$ cat src/rtl/mips_instruction_fetch_if.sv
// Fetch-side bus bundle: instruction-memory port, decode handshake and redirect.
// The master side is the fetch unit; the slave side is the memory/decode/branch environment.
interface mips_instruction_fetch_if;
  logic [31:0] read_address;
  logic [15:0] instruction;
  logic        instr_valid;
  logic        instr_ready;
  logic [15:0] instr_data;
  logic [31:0] instr_pc;
  logic        redirect_valid;
  logic [31:0] redirect_target;

  modport master (
    output read_address, instr_valid, instr_data, instr_pc,
    input  instruction, instr_ready, redirect_valid, redirect_target
  );

  modport slave (
    input  read_address, instr_valid, instr_data, instr_pc,
    output instruction, instr_ready, redirect_valid, redirect_target
  );
endinterface

$ cat src/rtl/mips_instruction_fetch.sv
// Instruction fetch for the 16-bit mini MIPS: PC, 2-entry fetch buffer, halt/redirect.
// Optional macro FETCH_BOUNDS_CHECK_EN: faults when the PC leaves the instruction memory.
module mips_instruction_fetch #(
  parameter logic [31:0] RESET_PC  = 32'd0,
  parameter logic [15:0] HALT_WORD = 16'hFFFF,
  parameter int          MEM_DEPTH = 256
) (
  input  logic                          clock,
  input  logic                          reset_n,
  input  logic                          start,
  mips_instruction_fetch_if.master      bus,
  output logic                          halted,
  output logic                          fault
);

  typedef enum logic [1:0] {IDLE, RUN, HALT, FAULT} state_t;

  state_t             state, state_nxt;
  logic [31:0]        pc;
  logic [1:0]         count;
  logic [1:0][15:0]   ent_data;
  logic [1:0][31:0]   ent_pc;
  logic               pop, push, oob;

`ifdef FETCH_BOUNDS_CHECK_EN
  localparam logic [31:0] LAST_PC = 32'(MEM_DEPTH - 1);
  assign oob = (state == RUN) && (pc > LAST_PC);
`else
  assign oob = 1'b0;
`endif

  // A full buffer can still take a word on the edge that drains its head.
  assign pop  = (count != 2'd0) && bus.instr_ready;
  assign push = (state == RUN) && !bus.redirect_valid && !oob &&
                ((count != 2'd2) || pop);

  always_ff @(posedge clock) begin
    if (!reset_n) state <= IDLE;
    else          state <= state_nxt;
  end

  always_comb begin
    state_nxt = state;
    if (bus.redirect_valid) begin
      state_nxt = RUN;
    end else begin
      case (state)
        IDLE:    if (start) state_nxt = RUN;
        RUN:     if (oob) state_nxt = FAULT;
                 else if (push && (bus.instruction == HALT_WORD)) state_nxt = HALT;
        default: state_nxt = state;
      endcase
    end
  end

  always_comb begin
    halted           = (state == HALT);
`ifdef FETCH_BOUNDS_CHECK_EN
    fault            = (state == FAULT);
`else
    fault            = 1'b0;
`endif
    bus.read_address = pc;
    bus.instr_valid  = (count != 2'd0);
    bus.instr_data   = ent_data[0];
    bus.instr_pc     = ent_pc[0];
  end

  // Slot 0 is the head; it keeps its contents when the buffer empties.
  always_ff @(posedge clock) begin
    if (!reset_n) begin
      pc       <= RESET_PC;
      count    <= 2'd0;
      ent_data <= '0;
      ent_pc   <= '0;
    end else if (bus.redirect_valid) begin
      pc    <= bus.redirect_target;
      count <= 2'd0;
    end else begin
      if (push) pc <= pc + 32'd1;
      case ({push, pop})
        2'b10: begin
          if (count == 2'd0) begin
            ent_data[0] <= bus.instruction;
            ent_pc[0]   <= pc;
          end else begin
            ent_data[1] <= bus.instruction;
            ent_pc[1]   <= pc;
          end
          count <= count + 2'd1;
        end
        2'b01: begin
          if (count == 2'd2) begin
            ent_data[0] <= ent_data[1];
            ent_pc[0]   <= ent_pc[1];
          end
          count <= count - 2'd1;
        end
        2'b11: begin
          if (count == 2'd2) begin
            ent_data[0] <= ent_data[1];
            ent_pc[0]   <= ent_pc[1];
            ent_data[1] <= bus.instruction;
            ent_pc[1]   <= pc;
          end else begin
            ent_data[0] <= bus.instruction;
            ent_pc[0]   <= pc;
          end
        end
        default: ;
      endcase
    end
  end

endmodule

$ cat src/flat_wrapper.sv
// flat-port wrapper written by rule: the top's interface ports become plain ports
module mips_instruction_fetch_flat 
#(
  parameter logic [31:0] RESET_PC  = 32'd0,
  parameter logic [15:0] HALT_WORD = 16'hFFFF,
  parameter int          MEM_DEPTH = 256
)
  (clock, reset_n, start, halted, fault, bus_read_address, bus_instr_valid, bus_instr_data, bus_instr_pc, bus_instruction, bus_instr_ready, bus_redirect_valid, bus_redirect_target);
  mips_instruction_fetch_if bus_i ();
  input  logic clock;
  input  logic reset_n;
  input  logic start;
  output logic halted;
  output logic fault;
  output wire logic [$bits(bus_i.read_address)-1:0] bus_read_address;
  output wire logic [$bits(bus_i.instr_valid)-1:0] bus_instr_valid;
  output wire logic [$bits(bus_i.instr_data)-1:0] bus_instr_data;
  output wire logic [$bits(bus_i.instr_pc)-1:0] bus_instr_pc;
  input wire logic [$bits(bus_i.instruction)-1:0] bus_instruction;
  input wire logic [$bits(bus_i.instr_ready)-1:0] bus_instr_ready;
  input wire logic [$bits(bus_i.redirect_valid)-1:0] bus_redirect_valid;
  input wire logic [$bits(bus_i.redirect_target)-1:0] bus_redirect_target;
  assign bus_read_address = bus_i.read_address;
  assign bus_instr_valid = bus_i.instr_valid;
  assign bus_instr_data = bus_i.instr_data;
  assign bus_instr_pc = bus_i.instr_pc;
  assign bus_i.instruction = bus_instruction;
  assign bus_i.instr_ready = bus_instr_ready;
  assign bus_i.redirect_valid = bus_redirect_valid;
  assign bus_i.redirect_target = bus_redirect_target;
  mips_instruction_fetch #(.RESET_PC(RESET_PC), .HALT_WORD(HALT_WORD), .MEM_DEPTH(MEM_DEPTH)) u_core (.clock(clock), .reset_n(reset_n), .start(start), .bus(bus_i), .halted(halted), .fault(fault));
endmodule
$ cat config.mk
export PLATFORM = sky130hd
export DESIGN_NAME = mips_instruction_fetch_flat
export DESIGN_NICKNAME = d
export VERILOG_FILES = /design/src/rtl/mips_instruction_fetch_if.sv /design/src/rtl/mips_instruction_fetch.sv /design/src/flat_wrapper.sv
export SDC_FILE = /design/constraint.sdc
export NUM_CORES = 1
export LEC_CHECK = 0
export BUFFER_PORTS_ARGS = -buffer_cell sky130_fd_sc_hd__buf_2
export CAP_MARGIN = 0
export CORE_MARGIN = 2
export CORE_UTILIZATION = 46
export DETAILED_ROUTE_END_ITERATION = 6
export PLACE_DENSITY = 0.65
export SLEW_MARGIN = 20
export SYNTH_ARGS = -nofsm -noshare
export SYNTH_HDL_FRONTEND = slang
export SYNTH_SLANG_ARGS = --single-unit
$ cat constraint.sdc
create_clock -name clock -period 2.01 [get_ports clock]
set_input_delay 0.201 -clock clock [delete_from_list [all_inputs] [get_ports clock]]
set_output_delay 0.201 -clock clock [all_outputs]
set_load 0.1 [all_outputs]
-- Word level (Yosys, flattened, before mapping)
Index checks and enable logic that the tools add are counted.
- $add $sub $neg: 3
- reductions and logical operators: 20
- muxes and demuxes: 21
- bitwise logic cells: 2
- equality and inequality tests: 16
- operators with widths (operator ; number):
    32-bit two-way mux ; 7
    32-bit case mux with 3 select lines ; 1
    16-bit two-way mux ; 5
    32-bit case mux with 2 select lines ; 1
    16-bit case mux with 3 select lines ; 1
    32-bit by 1-bit adder with 32-bit output, second input constant ; 1
    16-bit case mux with 2 select lines ; 1
    16-bit == test, second input constant ; 1
    2-bit nonzero test ; 5
    2-bit == test, second input constant ; 4
    2-bit inequality test, second input constant ; 4
    2-bit case mux with 2 select lines ; 2
    4-bit AND reduction ; 2
    2-bit by 1-bit inequality test with 1-bit output, second input constant ; 3
    3-bit inequality test, second input constant ; 2
    3-bit AND reduction ; 2
    3-bit nonzero test ; 2
    2-bit by 1-bit == test with 1-bit output, second input constant ; 2
    1-bit logical AND ; 4
    2-bit zero test ; 2
    2-bit two-way mux ; 2
    2-bit by 1-bit adder with 2-bit output, second input constant ; 1
    1-bit inverter ; 2
    2-bit OR reduction ; 1
    other kinds (4) ; 4
- logic and storage cells: 70
- bits of input ports: 53
- register bits after elaboration: 132

-- Longest topological paths before layout
Gate-level depths: netlist (run 1).
- depth in word-level cells: 8
- mapped depth: 9
- mapped depth without buffers: 6

-- Worst setup path after synthesis (run 1)
OpenSTA, ideal clock, no wires.
- kind: register to register
- start point: reg u_core.pc[0], in the netlist u_core.bus.read_address[0]
- end point: reg u_core.pc[18], in the netlist u_core.bus.read_address[18]
- setup time: 0.070 ns
- stages on the path, launching flop included: 7
- path buffers: 0
- period minus slack after synthesis: 2.619 ns
- path slack: -0.609 ns
- data required time: 1.940 ns
- arrival time: 2.549 ns
- cells stage by stage: dfxtp_1 ha_1 nand4_1 or4_1 nor4_1 a31oi_1 a21oi_1
- word-level cells in the longest chain between the ends: 3
- ends and longest elaborated chain (what ; RTL line ; RTL):
    from (decl) ; mips_instruction_fetch.sv:19 ; logic [31:0] pc;
    from (signal assigned) ; mips_instruction_fetch.sv:77 ; pc <= bus.redirect_target;
    from (signal assigned) ; mips_instruction_fetch.sv:80 ; if (push) pc <= pc + 32'd1;
    32-bit by 1-bit adder with 32-bit output ; mips_instruction_fetch.sv:80 ;
    32-bit two-way mux ; mips_instruction_fetch.sv:80 ;
    32-bit two-way mux ; mips_instruction_fetch.sv:76 ; end else if (bus.redirect_valid) begin
Every way passes these cells. The select of a mux whose other input is x is not followed.
A chain may end at the register's enable or synchronous reset.

-- Final worst setup path (run 1)
- start point: reg u_core.pc[0], in the netlist u_core.bus.read_address[0]
- end point: reg u_core.pc[20], in the netlist u_core.bus.read_address[20]
Same word-level chain as after synthesis.

==> results of run 1 <==
==> metrics by stage <==
stage,util (%),total power (uW),area (sq um),hold slack (ns),TNS (ns)
floorplan,-,4080,6400,0.335,-0.00466
global placement,51.8,4260,6920,0.442,0
detailed placement,51.8,4280,6920,0.447,0
CTS,55.9,7190,7460,0.0171,0
global route,56.1,7390,7490,0.0261,0
finish,56.1,7140,7490,0.0332,0
==> final cells by class <==
type / count / area share, %
Inverter: 9 / 0.451
Clock buffer: 18 / 5.73
Multi-Input combinational cell: 526 / 41.0
Clock inverter: 14 / 1.59
Tap cell: 176 / 2.94
Sequential cell: 132 / 36.0
Timing Repair Buffer: 159 / 12.3
==> registers in the layout (all words and copies together) (netlist names) <==
name                     count
u_core.ent_data             16
u_core.state                 2
u_core.bus.instr_pc         32
u_core.bus.instr_data       16
u_core.ent_pc               32
u_core.bus.read_address     32
u_core.count                 2
==> repair_timing <==
action                                 4_1_cts  5_1_grt
endpoints found under the hold margin        0        0
resized for setup                            0        4
setup endpoints to repair                    0        8
setup buffers                                0        0
==> kinds of logic after synthesis <==
kind of cell             count (synthesis)  synth area share [%]
AO/OA/AOI/OAI                          227                  19.7
XOR/XNOR                                12                  1.66
adder cells (fa/ha/maj)                  1                 0.197
buffers and inverters                  119                  10.7
flip-flops                             132                  41.7
multiplexers                            50                  7.99
other                                    1                0.0591
AND/OR/NAND/NOR                        235                  18.0
==> cell usage after synthesis, types with 9 or more instances <==
| cell type | instances |
|---|---|
| inv_1 | 9 |
| buf_2 | 24 |
| nand2_1 | 137 |
| o21ai_0 | 60 |
| clkbuf_1 | 31 |
| dfxtp_1 | 132 |
| a21oi_1 | 127 |
| buf_4 | 52 |
| nor2_1 | 16 |
| mux2i_1 | 45 |
| nand4_1 | 20 |
| nand3_1 | 16 |
| xor2_1 | 10 |
==> layer usage <==
| layer | part of all wire [%] | global-route usage [%] | vias up |
|---|---|---|---|
| met1 | 44 | 30.8 | 2780 |
| met3 | 7.2 | 6.11 | 25 |
| met4 | 1.5 | 8.48 | 0 |
| met5 | 0 | 0 | - |
| met2 | 47 | 38.1 | 204 |
| li1 | - | - | 2839 |
==> power groups by stage <==
stage / sequential, uW / clock, uW / combinational, uW
2_1_floorplan: 3160 / 0 / 921
3_3_place_gp: 2900 / 0 / 1360
3_5_place_dp: 2910 / 0 / 1380
4_1_cts: 2850 / 2950 / 1380
5_1_grt: 2870 / 3080 / 1440
6_report: 2860 / 2910 / 1380
==> worst max-delay path: stages (launching register included) <==
cell and delay (ns):
dfxtp_4 0.38, ha_1 0.22, nand4_1 0.19, or4_4 0.62
nor3_1 0.19, nor2_1 0.06, a21oi_1 0.15
==> worst paths after layout <==
path,start,end,slack (ns),cells past startpoint
max,u_core.bus.read_address[0]$_SDFFE_PN0P_,u_core.bus.read_address[20]$_SDFFE_PN0P_,0.14,6
max reg2reg,u_core.bus.read_address[0]$_SDFFE_PN0P_,u_core.bus.read_address[20]$_SDFFE_PN0P_,0.14,6
min,bus_redirect_target[15],u_core.bus.read_address[15]$_SDFFE_PN0P_,0.03,3
min reg2reg,u_core.ent_pc[45]$_SDFFE_PN0P_,u_core.ent_pc[45]$_SDFFE_PN0P_,0.45,2
==> flow_metrics.py, run 1 <==
metrics = {
    "sta": {
        "layout_setup_ws_ns": 0.139,
        "maxSlewViolCount": 0,
        "finalHoldViolations": 0,
        "fmax_mhz": 535,
        "min_period_over_period_pct": 93.1,
        "rsz0062_at_grt": "no",
        "finClkSkew_ns": 0.0125,
        "setup_viol": 0,
        "min_period_ns": 1.87,
    },
    "floorplanning": {
        "dieArea_sq_um": 14700,
        "row_count": 42,
        "ios": 136,
        "initial_core_util_pct": 47.5,
        "dieHeight_microns": 121,
        "core_sq_um": 13300,
        "die_w_microns": 121,
    },
    "route": {
        "ant_nets": 0,
        "wl_per_cell_microns": 16.6,
        "routed_wl_microns": 17100,
        "detail_route.first_pass.iterations": 5,
        "drt_iter0_drc": 402,
        "vias": 5848,
        "drc_errors": 0,
        "vias_per_cell": 5.66,
    },
    "place": {
        "routabilityCongestion": 0.890,
        "place_ws_ns": 0.0791,
        "dpl.cell_count": 1002,
        "dpl.hpwl_microns": 11900,
        "port_buffers": 134,
    },
    "global_route": {
        "grt_usage_pct": 23.7,
        "grt_pass1_wl_microns": 27600,
        "grt_max_degree": 53,
        "antenna_found_initial": 0,
        "grt_pass1_vias": 5527,
        "grt_overflow": 0,
    },
    "clock_network": {
        "htree_levels": 4,
        "cts_sinks": 132,
        "cts_tree": "built",
        "cts_hold_buf": 0,
        "clk_latency_ns": 0.43,
        "clockRootBuffer": "clkbuf_16",
        "ctsLongestPathBuffers": 2,
        "clk_pin_slew_ns": 0.06,
        "cts_buffers": 17,
    },
    "status": {
        "status": "finished clean",
    },
    "power_and_ir_drop": {
        "p_leak_uw": 0.00283,
        "switching_share_pct": 33.0,
        "p_sw_uw": 2360,
        "clockPowerShare_pct": 40.7,
        "peakVddDrop_uv": 615,
        "power_density_nw_per_um2": 953,
        "pwr-share-seq_pct": 40.0,
        "p_int_uw": 4780,
        "comb_power_share_pct": 19.3,
    },
    "yosys": {
        "synth_area_leaders": "dfxtp_1 (42%), a21oi_1 (10%), nand2_1 (8.1%)",
        "syn_area_sq_um": 6340,
        "async_reset_ff_share_pct": 0,
        "ys_warn_count": 0,
        "yosys.area.top_type": "dfxtp_1",
        "synth_top_area_share_pct": 41.7,
        "postSynthCellCount": 777,
        "ys_seq_area_share_pct": 41.7,
        "syn_area_per_cell_sq_um": 8.16,
        "synth_cell_types": 62,
        "synth.ff_latch_count": 132,
        "ys.flop_type": "dfxtp_1",
        "synth_edf_count": 0,
        "syn_nets": 831,
    },
    "layout": {
        "drive_gt1_share_pct": 27.2,
        "multiInputGateArea_sq_um": 3070,
        "mostFrequentLayoutCell": "nand2_1",
        "final_cells": 1034,
        "diodes": 0,
        "areaGrowthSynthToFinish_pct": 18.0,
        "fin_nets": 899,
        "nFillCells": 1256,
        "final_cell_mix": "nand2_1 (136), buf_2 (134), a21oi_1 (126)",
        "ff_latch_area_sq_um": 2700,
    },
    "critical_path": {
        "cp.arrival_ns": 2.21,
        "cp_max_fo": 8,
        "crit_required_ns": 2.35,
        "endpoint_kind": "flop",
        "path_class": "reg2reg",
        "cp-start-kind": "flop",
    },
    "run": {
        "drv_cap": 0,
    },
    "worst_hold_path": {
        "hold_path_class": "in2reg",
    },
}
Power figures use the tool's default switching activity.
==> run 2: changes to the inputs <==
- CORE_UTILIZATION: 46 -> 44
- HOLD_SLACK_MARGIN: default -> 0.12
- PLACE_DENSITY: 0.65 -> 0.63
==> run 2 against run 1 <==
  * Register-to-register slack worse by 0.02 ns
  * Sequential power barely moved
  * Critical path depth is the same
  * Die area grew 4.4%
  * Utilization barely moved
  * Sequential cell count unchanged
  * Final area up 4.7%
  * Fmax is 1.2% lower
  * Highest routed layer unchanged
==> flow_metrics.py, run 2 (synthesized netlist as in run 1, its figures left out) <==
metrics = {
    "layout": {
        "mostFrequentLayoutCell": "nand2_1",
        "final_cells": 1077,
        "diodes": 0,
        "fin_nets": 940,
        "drive_gt1_share_pct": 25.8,
        "areaGrowthSynthToFinish_pct": 23.6,
        "final_cell_mix": "nand2_1 (136), buf_2 (134), a21oi_1 (126)",
    },
    "place": {
        "routabilityCongestion": 0.865,
        "dpl.hpwl_microns": 11600,
        "dpl.cell_count": 1004,
        "port_buffers": 134,
    },
    "floorplanning": {
        "ios": 136,
        "dieHeight_microns": 124,
        "die_w_microns": 124,
        "dieArea_sq_um": 15400,
        "row_count": 43,
        "initial_core_util_pct": 45.3,
        "core_sq_um": 14000,
    },
    "global_route": {
        "grt_pass1_wl_microns": 27300,
        "grt_overflow": 0,
        "grt_usage_pct": 22.9,
        "grt_pass1_vias": 5461,
        "grt_max_degree": 65,
        "antenna_found_initial": 0,
    },
    "route": {
        "drt_iter0_drc": 348,
        "wl_met3_microns": 1010,
        "detail_route.first_pass.iterations": 6,
        "highest_layer": "met4",
        "wl_per_cell_microns": 16.0,
        "met1_length_microns": 7230,
        "ant_nets": 0,
        "routed_wl_microns": 17200,
        "drc_errors": 0,
        "vias_per_cell": 5.45,
        "dr_wl_met2_microns": 8650,
        "vias": 5873,
    },
    "critical_path": {
        "cp.arrival_ns": 2.23,
        "r2r_end": "u_core.bus.read_address[12]$_SDFFE_PN0P_",
        "r2r-start": "u_core.bus.read_address[1]$_SDFFE_PN0P_",
        "cp-start-kind": "flop",
        "cp_max_fo": 7,
        "path_class": "reg2reg",
        "crit_end": "u_core.bus.read_address[12]$_SDFFE_PN0P_",
        "rrSetupSlack_ns": 0.12,
        "crit_required_ns": 2.35,
        "endpoint_kind": "flop",
        "critPathLaunch": "u_core.bus.read_address[1]$_SDFFE_PN0P_",
        "reg2regPathDepth": 6,
    },
    "clock_network": {
        "ctsLongestPathBuffers": 2,
        "clk_latency_ns": 0.41,
        "htree_levels": 4,
        "cts_tree": "built",
        "clk_pin_slew_ns": 0.05,
        "cts_buffers": 17,
        "cts_sinks": 132,
        "clockRootBuffer": "clkbuf_16",
    },
    "sta": {
        "min_period_over_period_pct": 94.2,
        "fin_setup_tns_ns": 0,
        "holdWs_ns": 0.155,
        "min_period_ns": 1.89,
        "finalHoldViolations": 0,
        "rsz0062_at_grt": "no",
        "fmax_mhz": 528,
        "setup_viol": 0,
        "maxSlewViolCount": 0,
        "finClkSkew_ns": 0.00493,
    },
    "power_and_ir_drop": {
        "p_leak_uw": 0.00297,
        "peakVddDrop_uv": 576,
        "power_density_nw_per_um2": 885,
        "total_power_uw": 6940,
    },
    "run": {
        "drv_cap": 0,
    },
    "status": {
        "status": "finished clean",
    },
    "worst_hold_path": {
        "hold_path_depth": 4,
        "hold_path_class": "in2reg",
    },
}
==> run 2: worst min-delay path by stage <==
stage                              startpoint                                  endpoint
6_report              bus_redirect_target[31]  u_core.bus.read_address[31]$_SDFFE_PN0P_
3_5_place_dp   u_core.ent_pc[47]$_SDFFE_PN0P_            u_core.ent_pc[47]$_SDFFE_PN0P_
2_1_floorplan         bus_redirect_target[11]  u_core.bus.read_address[11]$_SDFFE_PN0P_
3_3_place_gp   u_core.ent_pc[63]$_SDFFE_PN0P_            u_core.ent_pc[63]$_SDFFE_PN0P_
5_1_grt               bus_redirect_target[31]  u_core.bus.read_address[31]$_SDFFE_PN0P_
4_1_cts               bus_redirect_target[31]  u_core.bus.read_address[31]$_SDFFE_PN0P_
==> run 2: what timing repair did <==
item,4_1_cts,5_1_grt
gates resized for setup,0,4
endpoints found under the hold margin,54,0
setup endpoints to repair,0,11
setup buffers,0,0
hold buffers,43,0
==> run 2: per-stage QoR <==
| step | util, % | area (sq um) | setup WS, ns |
|---|---|---|---|
| 5_1_grt | 56.1 | 7840 | 0.0173 |
| 6_report | 56.1 | 7840 | 0.116 |
| 3_3_place_gp | 49.4 | 6910 | 0.120 |
| 2_1_floorplan | - | 6400 | -0.00466 |
| 4_1_cts | 56.0 | 7830 | 0.0157 |
| 3_5_place_dp | 49.4 | 6910 | 0.0331 |
==> run 2: metal layers <==
| layer | track usage, % | vias up |
|---|---|---|
| li1 | - | 2913 |
| met1 | 27.4 | 2755 |
| met2 | 39.8 | 182 |
| met3 | 4.95 | 23 |
| met4 | 8.85 | 0 |
| met5 | 0 | - |
==> run 2: final cells by class <==
| type | instances | area, sq um |
|---|---|---|
| sequential | 132 | 2700 |
| clock buffer | 23 | 458 |
| multi-input combinational | 526 | 3060 |
| clock inverter | 7 | 35.0 |
| fill | 1317 | 6150 |
| timing repair buffer | 200 | 1340 |
| inverter | 9 | 33.8 |
| tap | 180 | 225 |
==> run 2: worst max-delay path: stages (launching register included) <==
cell	delay, ns
dfxtp_4	0.37
ha_1	0.21
and4_1	0.30
nand2_1	0.11
nor4_1	0.31
mux2_2	0.38
a21oi_1	0.14
==> run 2: power by group <==
part / internal, uW / switching (uW)
logic: 319 / 1120
registers: 2730 / 117
clock network: 1570 / 1070
total: 4630 / 2310
==> run 3: changes to the inputs <==
- CTS_BUF_LIST: default -> sky130_fd_sc_hd__clkbuf_4
==> run 3 against run 2 <==
  * Sequential share of layout area rose by 0.83 points
  * Combinational power hardly changed
  * Clock-buffer cell count fell by 1
  * Critical path depth did not move
  * Clock skew rose by 0.0073 ns
  * Routed wire length about the same
  * Via count barely moved
  * First-iteration DRC count is 3.7% lower
  * Non-clock buffer count rose by 11
  * Global-route usage hardly changed
  * Highest routed layer unchanged
  * Cell count is 1.1% higher
  * Largest cell class unchanged
  * Clock power down 45%
==> flow_metrics.py, run 3 (synthesized netlist as in run 1, its figures left out) <==
metrics = {
    "status": {
        "status": "finished clean",
    },
    "layout": {
        "final_cells": 1089,
        "ff_latch_area_sq_um": 2700,
        "final_cell_mix": "nand2_1 (136), buf_2 (134), a21oi_1 (126)",
        "nFillCells": 1352,
        "multiInputGateArea_sq_um": 3060,
        "fin_nets": 951,
        "mostFrequentLayoutCell": "nand2_1",
        "drive_gt1_share_pct": 26.2,
        "areaGrowthSynthToFinish_pct": 20.8,
    },
    "global_route": {
        "grt_pass1_vias": 5498,
        "grt_overflow": 0,
        "grt_pass1_wl_microns": 27300,
        "antenna_found_initial": 1,
        "grt_max_degree": 65,
        "grt_usage_pct": 22.9,
    },
    "critical_path": {
        "reg2regPathDepth": 6,
        "rrSetupSlack_ns": 0.10,
        "crit_end": "u_core.bus.read_address[12]$_SDFFE_PN0P_",
        "path_class": "reg2reg",
        "critPathLaunch": "u_core.bus.read_address[1]$_SDFFE_PN0P_",
        "endpoint_kind": "flop",
        "cp.arrival_ns": 2.38,
        "cp-start-kind": "flop",
        "r2r-start": "u_core.bus.read_address[1]$_SDFFE_PN0P_",
        "r2r_end": "u_core.bus.read_address[12]$_SDFFE_PN0P_",
        "crit_required_ns": 2.49,
        "cp_max_fo": 7,
    },
    "floorplanning": {
        "dieArea_sq_um": 15400,
        "core_sq_um": 14000,
        "row_count": 43,
        "initial_core_util_pct": 45.3,
        "dieHeight_microns": 124,
        "ios": 136,
        "die_w_microns": 124,
    },
    "run": {
        "drv_cap": 0,
    },
    "sta": {
        "maxSlewViolCount": 0,
        "setup_viol": 0,
        "rsz0062_at_grt": "no",
        "min_period_over_period_pct": 94.8,
        "min_period_ns": 1.91,
        "fin_setup_tns_ns": 0,
        "fmax_mhz": 525,
        "finalHoldViolations": 0,
        "finClkSkew_ns": 0.0122,
    },
    "power_and_ir_drop": {
        "pwr-share-seq_pct": 49.5,
        "power_density_nw_per_um2": 750,
        "peakVddDrop_uv": 394,
        "p_int_uw": 3580,
        "comb_power_share_pct": 25.4,
        "switching_share_pct": 37.7,
        "p_leak_uw": 0.00289,
        "p_sw_uw": 2160,
        "clockPowerShare_pct": 25.1,
    },
    "clock_network": {
        "cts_tree": "built",
        "clk_latency_ns": 0.55,
        "cts_buffers": 17,
        "htree_levels": 4,
        "cts_sinks": 132,
        "ctsLongestPathBuffers": 2,
        "clk_pin_slew_ns": 0.11,
        "clockRootBuffer": "clkbuf_4",
    },
    "worst_hold_path": {
        "hp-start": "bus_redirect_valid",
        "hold_path_depth": 4,
        "hold_path_class": "in2reg",
    },
    "route": {
        "vias_per_cell": 5.39,
        "vias": 5871,
        "wl_per_cell_microns": 15.8,
        "drc_errors": 0,
        "detail_route.first_pass.iterations": 5,
        "ant_nets": 0,
        "routed_wl_microns": 17200,
        "drt_iter0_drc": 335,
    },
    "place": {
        "dpl.hpwl_microns": 11600,
        "routabilityCongestion": 0.865,
        "dpl.cell_count": 1004,
        "port_buffers": 134,
    },
}
run 3: cell count changes in the layout (fill, tap and decap cells not counted), sizes merged:
cell	before	now
dlygate4sd3	43	52
buf	157	159
clkbuf	23	22
clkinv	7	8
diode	0	1
run 3: layer usage:
metal | up-vias | part of all wire [%] | GRT usage, % | wire length (microns)
li1 | 2932 | - | - | -
met1 | 2748 | 43 | 27.3 | 7410
met2 | 169 | 50 | 39.5 | 8520
met3 | 22 | 5.7 | 6.18 | 984
met4 | 0 | 1.7 | 7.94 | 293
met5 | - | 0 | 0 | 0
run 3: through the flow:
stage               setup WS (ns)  total power [uW]  hold slack (ns)  utilization [%]  cell area (sq um)
CTS                       0.00815              5800            0.137             54.5               7630
global placement            0.120              4270            0.441             49.4               6910
finish                      0.105              5750            0.171             54.8               7660
floorplan                -0.00466              4080            0.335                -               6400
detailed placement         0.0331              4280            0.448             49.4               6910
global route              0.00612              5990            0.157             54.8               7660
run 3: worst min-delay path by stage:
stage / to / slack, ns
3_5_place_dp: u_core.ent_pc[47]$_SDFFE_PN0P_ / 0.45
5_1_grt: u_core.bus.read_address[15]$_SDFFE_PN0P_ / 0.16
4_1_cts: u_core.bus.read_address[15]$_SDFFE_PN0P_ / 0.14
6_report: u_core.bus.read_address[15]$_SDFFE_PN0P_ / 0.17
3_3_place_gp: u_core.ent_pc[63]$_SDFFE_PN0P_ / 0.44
2_1_floorplan: u_core.bus.read_address[11]$_SDFFE_PN0P_ / 0.34
run 3: area by class of cell:
class                   instances  area share, %
diodes                          1         0.0327
clock buffers                  22           2.16
clock inverters                 8          0.506
inverters                       9          0.441
multi-input cells             526           39.9
flip-flops and latches        132           35.2
well taps                     180           2.94
repair buffers                211           18.8
run 3: power by group through the flow:
| stage | clock network (uW) | logic, uW | registers, uW |
|---|---|---|---|
| after detailed placement | 0 | 1380 | 2900 |
| after global routing | 1590 | 1530 | 2860 |
| final | 1440 | 1460 | 2850 |
| after floorplan | 0 | 921 | 3160 |
| after global placement | 0 | 1370 | 2900 |
| after CTS | 1500 | 1460 | 2850 |
run 3: critical path, stage by stage (launching register included):
cell and delay (ns):
dfxtp_4 0.39, ha_2 0.20, and4_1 0.29, nand2_1 0.11
nor4_1 0.32, mux2_2 0.38, a21oi_1 0.14
run 3: timing repair:
action | 4_1_cts | 5_1_grt
buffers inserted | 0 | 2
gates resized for setup | 0 | 5
endpoints found under the setup margin | 0 | 11
hold buffers | 52 | 0
endpoints found under the hold margin | 68 | 0
